### src/rtl/serv_rf_ram_clr_pkg.sv
// Shared definitions for the SERV register-file RAM with clear sequencer.
package serv_rf_ram_clr_pkg;

  // Words needed to hold 32 GPRs plus the CSR slots at a given word width.
  function automatic int unsigned SERV_RF_DEPTH(input int unsigned width,
                                                input int unsigned csr_regs);
    return 32 * (32 + csr_regs) / width;
  endfunction

  typedef enum logic {
    CLEAR = 1'b0,
    READY = 1'b1
  } state_t;

endpackage

### src/rtl/serv_rf_ram_clr_if.sv
// RAM-side port of the register-file interface: one write port, one read port.
interface serv_rf_ram_clr_if #(
  parameter int unsigned width = 8,
  parameter int unsigned aw    = 8
);
  logic [aw-1:0]    i_waddr;
  logic [width-1:0] i_wdata;
  logic             i_wen;
  logic [aw-1:0]    i_raddr;
  logic [width-1:0] o_rdata;

  modport master (
    output i_waddr, i_wdata, i_wen, i_raddr,
    input  o_rdata
  );

  modport slave (
    input  i_waddr, i_wdata, i_wen, i_raddr,
    output o_rdata
  );
endinterface

### src/rtl/serv_rf_ram_array.sv
// Plain 1R1W synchronous array: registered read, read-first, no reset.
module serv_rf_ram_array #(
  parameter int unsigned width = 8,
  parameter int unsigned depth = 144,
  parameter int unsigned aw    = 8
) (
  input  logic             clk,
  input  logic [aw-1:0]    waddr,
  input  logic [width-1:0] wdata,
  input  logic             we,
  input  logic [aw-1:0]    raddr,
  output logic [width-1:0] rdata
);

  logic [width-1:0] mem [depth];

  // Write and registered read; a same-address read sees the old word.
  always_ff @(posedge clk) begin
    if (we) mem[waddr] <= wdata;
    rdata <= mem[raddr];
  end

endmodule

### src/rtl/serv_rf_ram_clr.sv
// Register-file RAM with a hardware sweep that zeroes every word after reset
// or on request; busy while sweeping, external writes dropped, reads gated to 0.
module serv_rf_ram_clr
  import serv_rf_ram_clr_pkg::*;
#(
  parameter int unsigned width    = 8,
  parameter int unsigned csr_regs = 4,
  parameter int unsigned depth    = SERV_RF_DEPTH(width, csr_regs),
  parameter int unsigned aw       = $clog2(depth)
) (
  input  logic                 i_clk,
  input  logic                 i_rst,
  input  logic                 i_clr,
  serv_rf_ram_clr_if.slave     bus,
  output logic                 o_busy
);

  localparam logic [aw:0] last_addr = (aw + 1)'(depth - 1);
  localparam logic [aw:0] cnt_one   = (aw + 1)'(1);

  state_t           state, state_next;
  logic [aw:0]      cnt, cnt_next;
  logic             mem_we;
  logic [aw-1:0]    mem_waddr;
  logic [width-1:0] mem_wdata;
  logic [width-1:0] mem_rdata;
  logic             rd_valid;

  // State register and sweep counter.
  always_ff @(posedge i_clk or posedge i_rst) begin
    if (i_rst) begin
      state <= CLEAR;
      cnt   <= '0;
    end else begin
      state <= state_next;
      cnt   <= cnt_next;
    end
  end

  // Next state: sweep to depth-1 then go ready; a clear request (re)starts at 0.
  always_comb begin
    state_next = state;
    cnt_next   = cnt;
    unique case (state)
      CLEAR: begin
        if (i_clr) begin
          cnt_next = '0;
        end else if (cnt == last_addr) begin
          state_next = READY;
          cnt_next   = '0;
        end else begin
          cnt_next = cnt + cnt_one;
        end
      end
      READY: begin
        if (i_clr) begin
          state_next = CLEAR;
          cnt_next   = '0;
        end
      end
    endcase
  end

  // Write port mux: the sequencer owns the array while clearing.
  always_comb begin
    mem_we    = bus.i_wen;
    mem_waddr = bus.i_waddr;
    mem_wdata = bus.i_wdata;
    if (state == CLEAR) begin
      mem_we    = 1'b1;
      mem_waddr = cnt[aw-1:0];
      mem_wdata = '0;
    end
  end

  serv_rf_ram_array #(
    .width (width),
    .depth (depth),
    .aw    (aw)
  ) u_array (
    .clk   (i_clk),
    .waddr (mem_waddr),
    .wdata (mem_wdata),
    .we    (mem_we),
    .raddr (bus.i_raddr),
    .rdata (mem_rdata)
  );

  // The array has no reset, so read gating is tracked alongside it: the
  // flag follows the state at the capturing edge and clears asynchronously.
  always_ff @(posedge i_clk or posedge i_rst) begin
    if (i_rst) rd_valid <= 1'b0;
    else       rd_valid <= (state == READY);
  end

  assign bus.o_rdata = rd_valid ? mem_rdata : '0;
  assign o_busy      = (state == CLEAR);

endmodule

### src/flat_wrapper.sv
// flat-port wrapper written by rule: the top's interface ports become plain ports
module serv_rf_ram_clr_flat import serv_rf_ram_clr_pkg::*;
#(
  parameter int unsigned width    = 8,
  parameter int unsigned csr_regs = 4,
  parameter int unsigned depth    = SERV_RF_DEPTH(width, csr_regs),
  parameter int unsigned aw       = $clog2(depth)
)
  (i_clk, i_rst, i_clr, o_busy, bus_i_waddr, bus_i_wdata, bus_i_wen, bus_i_raddr, bus_o_rdata);
  serv_rf_ram_clr_if #(.width(width), .aw(aw)) bus_i ();
  input  logic i_clk;
  input  logic i_rst;
  input  logic i_clr;
  output logic o_busy;
  input wire logic [$bits(bus_i.i_waddr)-1:0] bus_i_waddr;
  input wire logic [$bits(bus_i.i_wdata)-1:0] bus_i_wdata;
  input wire logic [$bits(bus_i.i_wen)-1:0] bus_i_wen;
  input wire logic [$bits(bus_i.i_raddr)-1:0] bus_i_raddr;
  output wire logic [$bits(bus_i.o_rdata)-1:0] bus_o_rdata;
  assign bus_i.i_waddr = bus_i_waddr;
  assign bus_i.i_wdata = bus_i_wdata;
  assign bus_i.i_wen = bus_i_wen;
  assign bus_i.i_raddr = bus_i_raddr;
  assign bus_o_rdata = bus_i.o_rdata;
  serv_rf_ram_clr #(.width(width), .csr_regs(csr_regs), .depth(depth), .aw(aw)) u_core (.i_clk(i_clk), .i_rst(i_rst), .i_clr(i_clr), .bus(bus_i), .o_busy(o_busy));
endmodule
### config.mk
export PLATFORM = sky130hd
export DESIGN_NAME = serv_rf_ram_clr_flat
export DESIGN_NICKNAME = d
export VERILOG_FILES = /design/src/rtl/serv_rf_ram_clr_pkg.sv /design/src/rtl/serv_rf_ram_clr_if.sv /design/src/rtl/serv_rf_ram_array.sv /design/src/rtl/serv_rf_ram_clr.sv /design/src/flat_wrapper.sv
export SDC_FILE = /design/constraint.sdc
export NUM_CORES = 1
export LEC_CHECK = 0
export BUFFER_PORTS_ARGS = -buffer_cell sky130_fd_sc_hd__buf_2
export CORE_ASPECT_RATIO = 0.9
export CORE_UTILIZATION = 57
export DETAILED_ROUTE_END_ITERATION = 6
export GPL_TIMING_DRIVEN = 1
export PLACE_DENSITY_LB_ADDON = 0.15
export SLEW_MARGIN = 20
export SYNTH_ARGS = -nofsm -noshare
export SYNTH_HDL_FRONTEND = slang
export SYNTH_SLANG_ARGS = --single-unit
### constraint.sdc
create_clock -name i_clk -period 3.8 [get_ports i_clk]
set_clock_uncertainty 0.1 [all_clocks]
set_input_delay 0.57 -clock i_clk [delete_from_list [all_inputs] [get_ports i_clk]]
set_output_delay 0.57 -clock i_clk [all_outputs]
set_load 0.02 [all_outputs]
-- Yosys cells after proc, flatten, opt, wreduce, memory -nomap -nowiden
Memories as Yosys holds them, arrays and structs flattened. A register that Yosys moved wholly into a read port is not among the register bits.
Cells that the tools add are included.
- register bits after elaboration: 11
- memory bits (writable): 1152
- input bits: 28
- output and inout bits: 9
- logic and storage cells: 22
- memories: 1
- memories (name ; depth ; bits a word ; read ports ; clocked after Yosys merged registers in ; write ports ; RTL line ; source):
    u_core.u_array.mem ; 144 ; 8 ; 1 ; 1 ; 1 ; serv_rf_ram_array.sv:15 ; logic [width-1:0] mem [depth];
- add/sub/neg operators: 1
- equal/unequal tests: 2
- multiplexer cells: 14
- bitwise gates (word level): 1
- operators by type and width (kind ; number):
    9-bit two-way mux ; 3
    8-bit two-way mux ; 3
    9-bit case mux with 2 select lines ; 1
    9-bit by 1-bit adder with 9-bit output (second input constant) ; 1
    9-bit by 8-bit == test with 1-bit output (second input constant) ; 1
    1-bit two-way mux ; 6
    2-bit != test (second input constant) ; 1
    1-bit case mux with 2 select lines ; 1
    1-bit inverter ; 1

-- Logic depth before layout (Yosys ltp)
Gate-level depths: netlist (run 1).
- depth after elaboration: 4
- depth in mapped cells: 11
- gate-level depth less buffers: 7

-- Hierarchy
From an unflattened synthesis (run 1), not the netlist that was laid out.
- cells, all modules: 2225
- area, all modules: 46269.4 µm²
- by module, submodules not included (module ; instances ; cells an instance ; area an instance (µm²) ; seq. area each (µm²)):
    serv_rf_ram_array ; 1 ; 2134 ; 45466.1 ; 34753.3
    serv_rf_ram_clr ; 1 ; 91 ; 803.3 ; 275.3

-- Worst setup path after synthesis (run 1)
OpenSTA, ideal clock, no wires.
- kind: reg-to-reg
- start: reg u_core.state
- end: mem u_core.u_array.mem[0][6], data pin
- setup time: 577 ps
- arrival time: 2904 ps
- required time: 3123 ps
- path slack: 220 ps
- stages on the path, launching flop included: 5
- buffers on the path: 3
- period minus slack after synthesis: 3580 ps
- path through: dfrtp_1 -> buf_2 -> buf_1 -> clkbuf_1 -> and2_1
- cells in the longest elaborated chain, start to end: 1
- ends and longest elaborated chain (element ; RTL line ; source):
    from (decl) ; serv_rf_ram_clr.sv:21 ; state_t state, state_next;
    from (signal assigned) ; serv_rf_ram_clr.sv:35 ; state <= state_next;
    8-bit two-way mux ; serv_rf_ram_clr.sv:69 ; if (state == CLEAR) begin
    named net u_core.mem_wdata[6] ; serv_rf_ram_clr.sv:25 ; logic [width-1:0] mem_wdata;
    to (decl) ; serv_rf_ram_array.sv:15 ;
The timed path passes the listed nets, and every way through them passes these cells.

-- Final worst setup path (run 1)
- start: reg u_core.state
- end: mem u_core.u_array.mem[17][2], enable pin
- cells in the longest elaborated chain, start to end: 3
- elaborated cells on any way between the ends: 4
- those cells by class: mux (4)
- ends and longest elaborated chain (element ; RTL line ; source):
    1-bit two-way mux ; serv_rf_ram_clr.sv:69 ;
    1-bit two-way mux ; serv_rf_ram_array.sv:19 ; if (we) mem[waddr] <= wdata;
    1-bit two-way mux (implied by the code) ; serv_rf_ram_array.sv:19 ;
Parallel ways exist; a longest one is shown, timed or not.

==> metrics.cfg, run 1 <==
[die]
core_um2 = 79600
start_util_pct = 57.7
die_w_um = 301
rows = 98
die_area_um2 = 81800
die_y_um = 271
ios = 37

[synth]
synth-seq-cells = 1171
synth-edff-count = 1152
synth_top_area_share_pct = 75.3
synth_ff_type = edfxtp_1
post_synth.cell_area_avg_um2 = 20.8
synth_area_um2 = 46000
synth_top_family_by_area = multiplexers
synth_area_leaders = edfxtp_1, mux4_2, mux2i_1, nor2_1, a22oi_1
synth-simple-area-share_pct = 3.10
netlist_instances = 2212
synth_area_leader_cell = edfxtp_1
yosysWarnings = 0
synthMuxAreaShare_pct = 15.5
synth_cell_type_count = 50
synthAdderAreaFrac_pct = 0.0272
synth_xor_area_share_pct = 0.0572
async_flop_share_pct = 0.939
synth_compound_area_share_pct = 3.24
syn_nets = 2241
synth-seq-area-share_pct = 76.2

[clock_tree]
cts_tree = built
cts_buffers = 113
insertion_delay_ns = 0.69
postCtsSetupBuffers = 0
clk_pin_slew_worst_paths_ns = 0.06
cts-root-buf = clkbuf_16
clock-sinks = 1171
postCtsHoldBufs = 2
htreeDepth = 3
cts_resized = 0
clk_path_buf_depth = 3

[timing]
maxClockFrequency_mhz = 296
drv_slew = 0
relSlewSlack_pct = 25.0
setup_viol = 0
period_needed_ns = 3.37
hold_viol_final = 0
timing.final.ws_setup_ns = 0.427
rsz0062_at_grt = no
post-route-period-util_pct = 88.8
finalSetupTns_ns = 0
worst_pin_slew_ns = 1.12

[worst_setup_path]
crit_type = reg2reg
cp_max_fo = 8
rr_worst_depth = 4
crit_required_ns = 4.01
arrival_ns = 3.59
critPathLaunchType = flop
cp-end-kind = flop
timing.rr.start = u_core.state
timing.rr.end = u_core.u_array.mem[17][2]
reg2reg_slack_ns = 0.43

[cells_and_area]
mostFrequentLayoutCell = edfxtp_1
layout.nets = 2486
layout_common_cells = edfxtp_1, mux4_2, buf_4
multi_input_area_um2 = 10100
register_area_um2 = 35000
utilization_pct = 65.8
syn_to_final_growth_pct = 13.9
fillers = 5135
drive_gt1_share_pct = 26.5

[routing]
viasPerCell = 6.43
ant_nets = 0
wirelength_um = 111000
drt_pre_antenna_iters = 5
wl_per_cell_um = 30.7
drc = 0
drt_iter0_markers = 2647
dr_total_vias = 23200

[pwr]
pwr_density_cell_nw_per_um2 = 504
irDropWorstVdd_mv = 0.485
leakagePower_uw = 0.0171

[global_routing]
grt-ovfl-total = 0
grt_pass1_vias = 23600
antenna_found_initial = 2
grtUsageTotal_pct = 27.8
grt_pass1_wl_um = 161000
grt_max_degree = 145

[placed_design]
io_buffer_count = 36
hpwl_um = 69500
dp_slack_ns = 0.0346
gp_congestion = 0.880

[outcome]
outcome = finished clean

[run]
maxCapViolations = 0

[hold_path]
hp-class = in2async

## report_power, final
group	total [uW]	internal (uW)	switching (uW)
Clock	11300	6620	4670
Sequential	14000	14000	18.5
Combinational	1050	445	606
Total	26400	21100	5290
## how the worst max path moves through the flow
stage | startpoint | endpoint | slack (ns)
floorplan | u_core.state | u_core.u_array.mem[0][6] | 0.22
global placement | bus_i_raddr[0] | u_core.u_array.rdata[2] | 0.07
detailed placement | bus_i_raddr[0] | u_core.u_array.rdata[2] | 0.03
CTS | u_core.state | u_core.u_array.mem[17][5] | 0.46
global route | u_core.state | u_core.u_array.mem[17][5] | 0.25
finish | u_core.state | u_core.u_array.mem[17][2] | 0.43
## synth_stat cells (7+ instances only)
| library cell | count |
|---|---|
| a2111oi_0 | 9 |
| a211oi_1 | 12 |
| a21oi_1 | 37 |
| a22oi_1 | 79 |
| a311oi_1 | 8 |
| a31oi_1 | 7 |
| and2_1 | 18 |
| buf_2 | 32 |
| buf_4 | 21 |
| buf_6 | 19 |
| clkbuf_1 | 41 |
| dfrtp_1 | 11 |
| dfxtp_1 | 8 |
| edfxtp_1 | 1152 |
| inv_1 | 8 |
| mux2i_1 | 110 |
| mux4_1 | 19 |
| mux4_2 | 246 |
| nand2_1 | 53 |
| nand2b_1 | 15 |
| nand3_1 | 30 |
| nor2_1 | 169 |
| nor2b_1 | 20 |
| o211ai_1 | 22 |
| o21ai_0 | 8 |
## final cells by class
cell class	count	share of cell area [%]
antenna	3	0.0143
clock buffer	141	5.76
clock inverter	71	1.40
inverter	9	0.0645
multi-input combinational	911	19.3
sequential	1171	66.9
tap	1050	2.51
timing repair buffer	251	4.01
## sequential cells by signal, summed over array words and instances, names as in the netlist
| name | cells |
|---|---|
| u_core.rd_valid | 1 |
| u_core.u_array.mem | 1152 |
| u_core.u_array.rdata | 8 |
| u_core.state | 1 |
| u_core.cnt | 9 |
## cell families (layout without fill, tap and decap cells)
logic type / count (synthesis) / count (layout)
xor+xnor: 3 / 3
other cells: 0 / 3
flops: 1171 / 1171
compound gates: 210 / 210
fa+ha+maj: 1 / 1
buf+inv: 130 / 472
mux: 375 / 375
simple gates: 322 / 322
## metal layers
layer	track usage (%)	wire, um	vias to the layer above	part of all wire [%]
met1	39.3	43900	12200	40
met5	0	10	-	0.0090
met3	7.05	10500	178	9.5
met4	9.18	3470	2	3.1
met2	43.0	53000	1082	48
li1	-	-	9698	-
## stage by stage
stage	cell area [um^2]	hold slack [ns]	power, uW	cells
floorplan	46000	0.249	15000	2212
global placement	48600	0.415	15300	3390
detailed placement	48600	0.461	15400	3390
CTS	52300	0.322	26500	3604
global route	52300	0.379	27000	3604
finish	52400	0.361	26400	3607
## worst max-delay path: stages, from the launching register on
cell and delay [ns]:
dfrtp_1 0.36, clkinv_1 0.21, o31ai_1 0.95, nand3_1 0.68, nor2_1 0.71
No activity file was read; power rests on OpenSTA's default activity.
==> inputs of run 2 (changes only) <==
Settings changed: CORE_UTILIZATION 57 to 50, CTS_CLUSTER_DIAMETER set to 80.
==> run 2 against run 1 <==
  * First-iteration DRC count grew 10%
  * Sequential share of layout area down 0.40 points
  * Flip-flop and latch count stayed put
  * Fmax fell by 2.2%
  * Non-clock buffer count grew 10
  * Global-route usage shrank 3.1 points
  * Final area increased by 0.60%
  * Via count down 0.27%
  * Utilization fell by 7.9 points
  * Sequential power hardly changed
  * Largest cell class unchanged
==> metrics.cfg, run 2 (synthesized netlist as in run 1, its figures left out) <==
[die]
start_util_pct = 50.5
core_um2 = 91000
die_w_um = 322
die_area_um2 = 93100
die_y_um = 290
rows = 105
ios = 37

[worst_setup_path]
path_cells = buf_4 > nand2_1 > o21ai_1 > nand3_1 > nor2_1
crit_required_ns = 4.01
cp-end-kind = flop
slowest_stage = nor2_1
cp_max_fo = 30
critPathLaunchType = flop
arrival_ns = 3.66
cp_top_family = simple AND/OR/NAND/NOR gates
crit_type = reg2reg
slowest_delay_ns = 0.79
path_buf_inv = 1

[global_routing]
grt_pass1_vias = 23300
antenna_found_initial = 3
grtUsageTotal_pct = 24.7
grt_pass1_wl_um = 164000
grt-ovfl-total = 0
grt_max_degree = 100

[run]
maxCapViolations = 0

[timing]
setup_viol = 0
period_needed_ns = 3.45
worst_pin_slew_ns = 1.10
hold-worst-slack_ns = 0.274
rsz0062_at_grt = no
hold_viol_final = 0
finalSetupTns_ns = 0
relSlewSlack_pct = 26.7
drv_slew = 0
post-route-period-util_pct = 90.8
maxClockFrequency_mhz = 290

[outcome]
outcome = finished clean

[routing]
ant_nets = 0
wl_per_cell_um = 29.7
wirelength_um = 113000
drt_iter0_markers = 2921
dr_total_vias = 23100
drc = 0
viasPerCell = 6.09
drt_pre_antenna_iters = 5

[cells_and_area]
largest_reg_flops = 1152
mostFrequentLayoutCell = edfxtp_1
layout_common_cells = edfxtp_1, mux4_2, buf_4
layout.nets = 2498
top_regs = u_core.u_array.mem (1152), u_core.cnt (9), u_core.u_array.rdata (8)
syn_to_final_growth_pct = 14.6
drive_gt1_share_pct = 26.9
n_antenna_cell = 0
regMostFlops = u_core.u_array.mem

[clock_tree]
insertion_delay_ns = 0.69
postCtsHoldBufs = 2
htreeDepth = 3
cts_tree = built
cts_buffers = 115
postCtsSetupBuffers = 0
clock-sinks = 1171
cts-root-buf = clkbuf_16
clk_path_buf_depth = 3
clk_pin_slew_worst_paths_ns = 0.06
cts_resized = 0

[pwr]
seq_power_share_pct = 52.8
clkPwrFrac_pct = 43.2
sw_frac_of_total_pct = 20.3
power.internal_uw = 21200
leakagePower_uw = 0.0171
pwr-share-comb_pct = 4.0
netSwitchingPower_uw = 5400
pwr_density_cell_nw_per_um2 = 505
irDropWorstVdd_mv = 0.433

[placed_design]
gp_congestion = 0.861
io_buffer_count = 36
hpwl_um = 72800

[hold_path]
hp-class = in2reg

==> run 2: cell types whose count changed in the layout (fill, tap and decap cells not counted), moves of 3 or more <==
cell | before | now
a2111oi_0 | 6 | 9
a2111oi_1 | 3 | 0
buf_12 | 22 | 17
buf_4 | 192 | 207
clkinv_2 | 30 | 26
diode_2 | 3 | 0
inv_6 | 0 | 3
==> run 2: per-layer routing <==
| layer | part of all wire, % | track usage (%) |
|---|---|---|
| met5 | 0.023 | 0 |
| met4 | 2.4 | 6.46 |
| met2 | 47 | 38.9 |
| met1 | 43 | 36.0 |
| met3 | 7.6 | 4.63 |
==> run 2: worst reg2reg max path, cell delays in order, from the launching register on <==
cell and delay (ns):
dfrtp_1 0.51, buf_4 0.35, nand2_1 0.09, o21ai_1 0.62
nand3_1 0.62, nor2_1 0.79
==> run 2: power groups by stage <==
stage,sequential [uW],clock (uW),combinational (uW)
after global routing,14000,12100,1120
after floorplan,14300,0,692
after global placement,14300,0,1050
after detailed placement,14300,0,1060
after CTS,14000,11700,1060
final,14000,11500,1060
==> run 2: final timing paths <==
kind                           startpoint                    endpoint  slack [ns]  depth (start not counted)
min                        bus_i_raddr[7]     u_core.u_array.rdata[3]        0.27                          3
max in group asynchronous           i_rst               u_core.cnt[2]        2.98                          3
max                          u_core.state  u_core.u_array.mem[117][2]        0.35                          5
min reg2reg                 u_core.cnt[8]               u_core.cnt[8]        0.43                          2
max reg2reg                  u_core.state  u_core.u_array.mem[117][2]        0.35                          5
min in group asynchronous           i_rst               u_core.cnt[1]        0.32                          3
==> run 2: layout make-up <==
cell class	count	area (um^2)
clock inverters	72	769
repair buffers	261	2110
inverters	9	33.8
clock buffers	144	3060
multi-input cells	911	10100
flip-flops and latches	1171	35000
well taps	1230	1540
fillers	6658	38400
==> run 2: per-stage QoR <==
stage | area (um^2) | setup WS [ns] | std cells | utilization (%) | power (uW)
after floorplan | 46000 | 0.220 | 2212 | - | 15000
after global placement | 48800 | 0.0889 | 3579 | 53.6 | 15400
after detailed placement | 48800 | 0.202 | 3579 | 53.6 | 15400
after CTS | 52600 | 0.385 | 3797 | 57.8 | 26800
after global routing | 52700 | 0.254 | 3798 | 57.9 | 27300
final | 52700 | 0.350 | 3798 | 57.9 | 26600
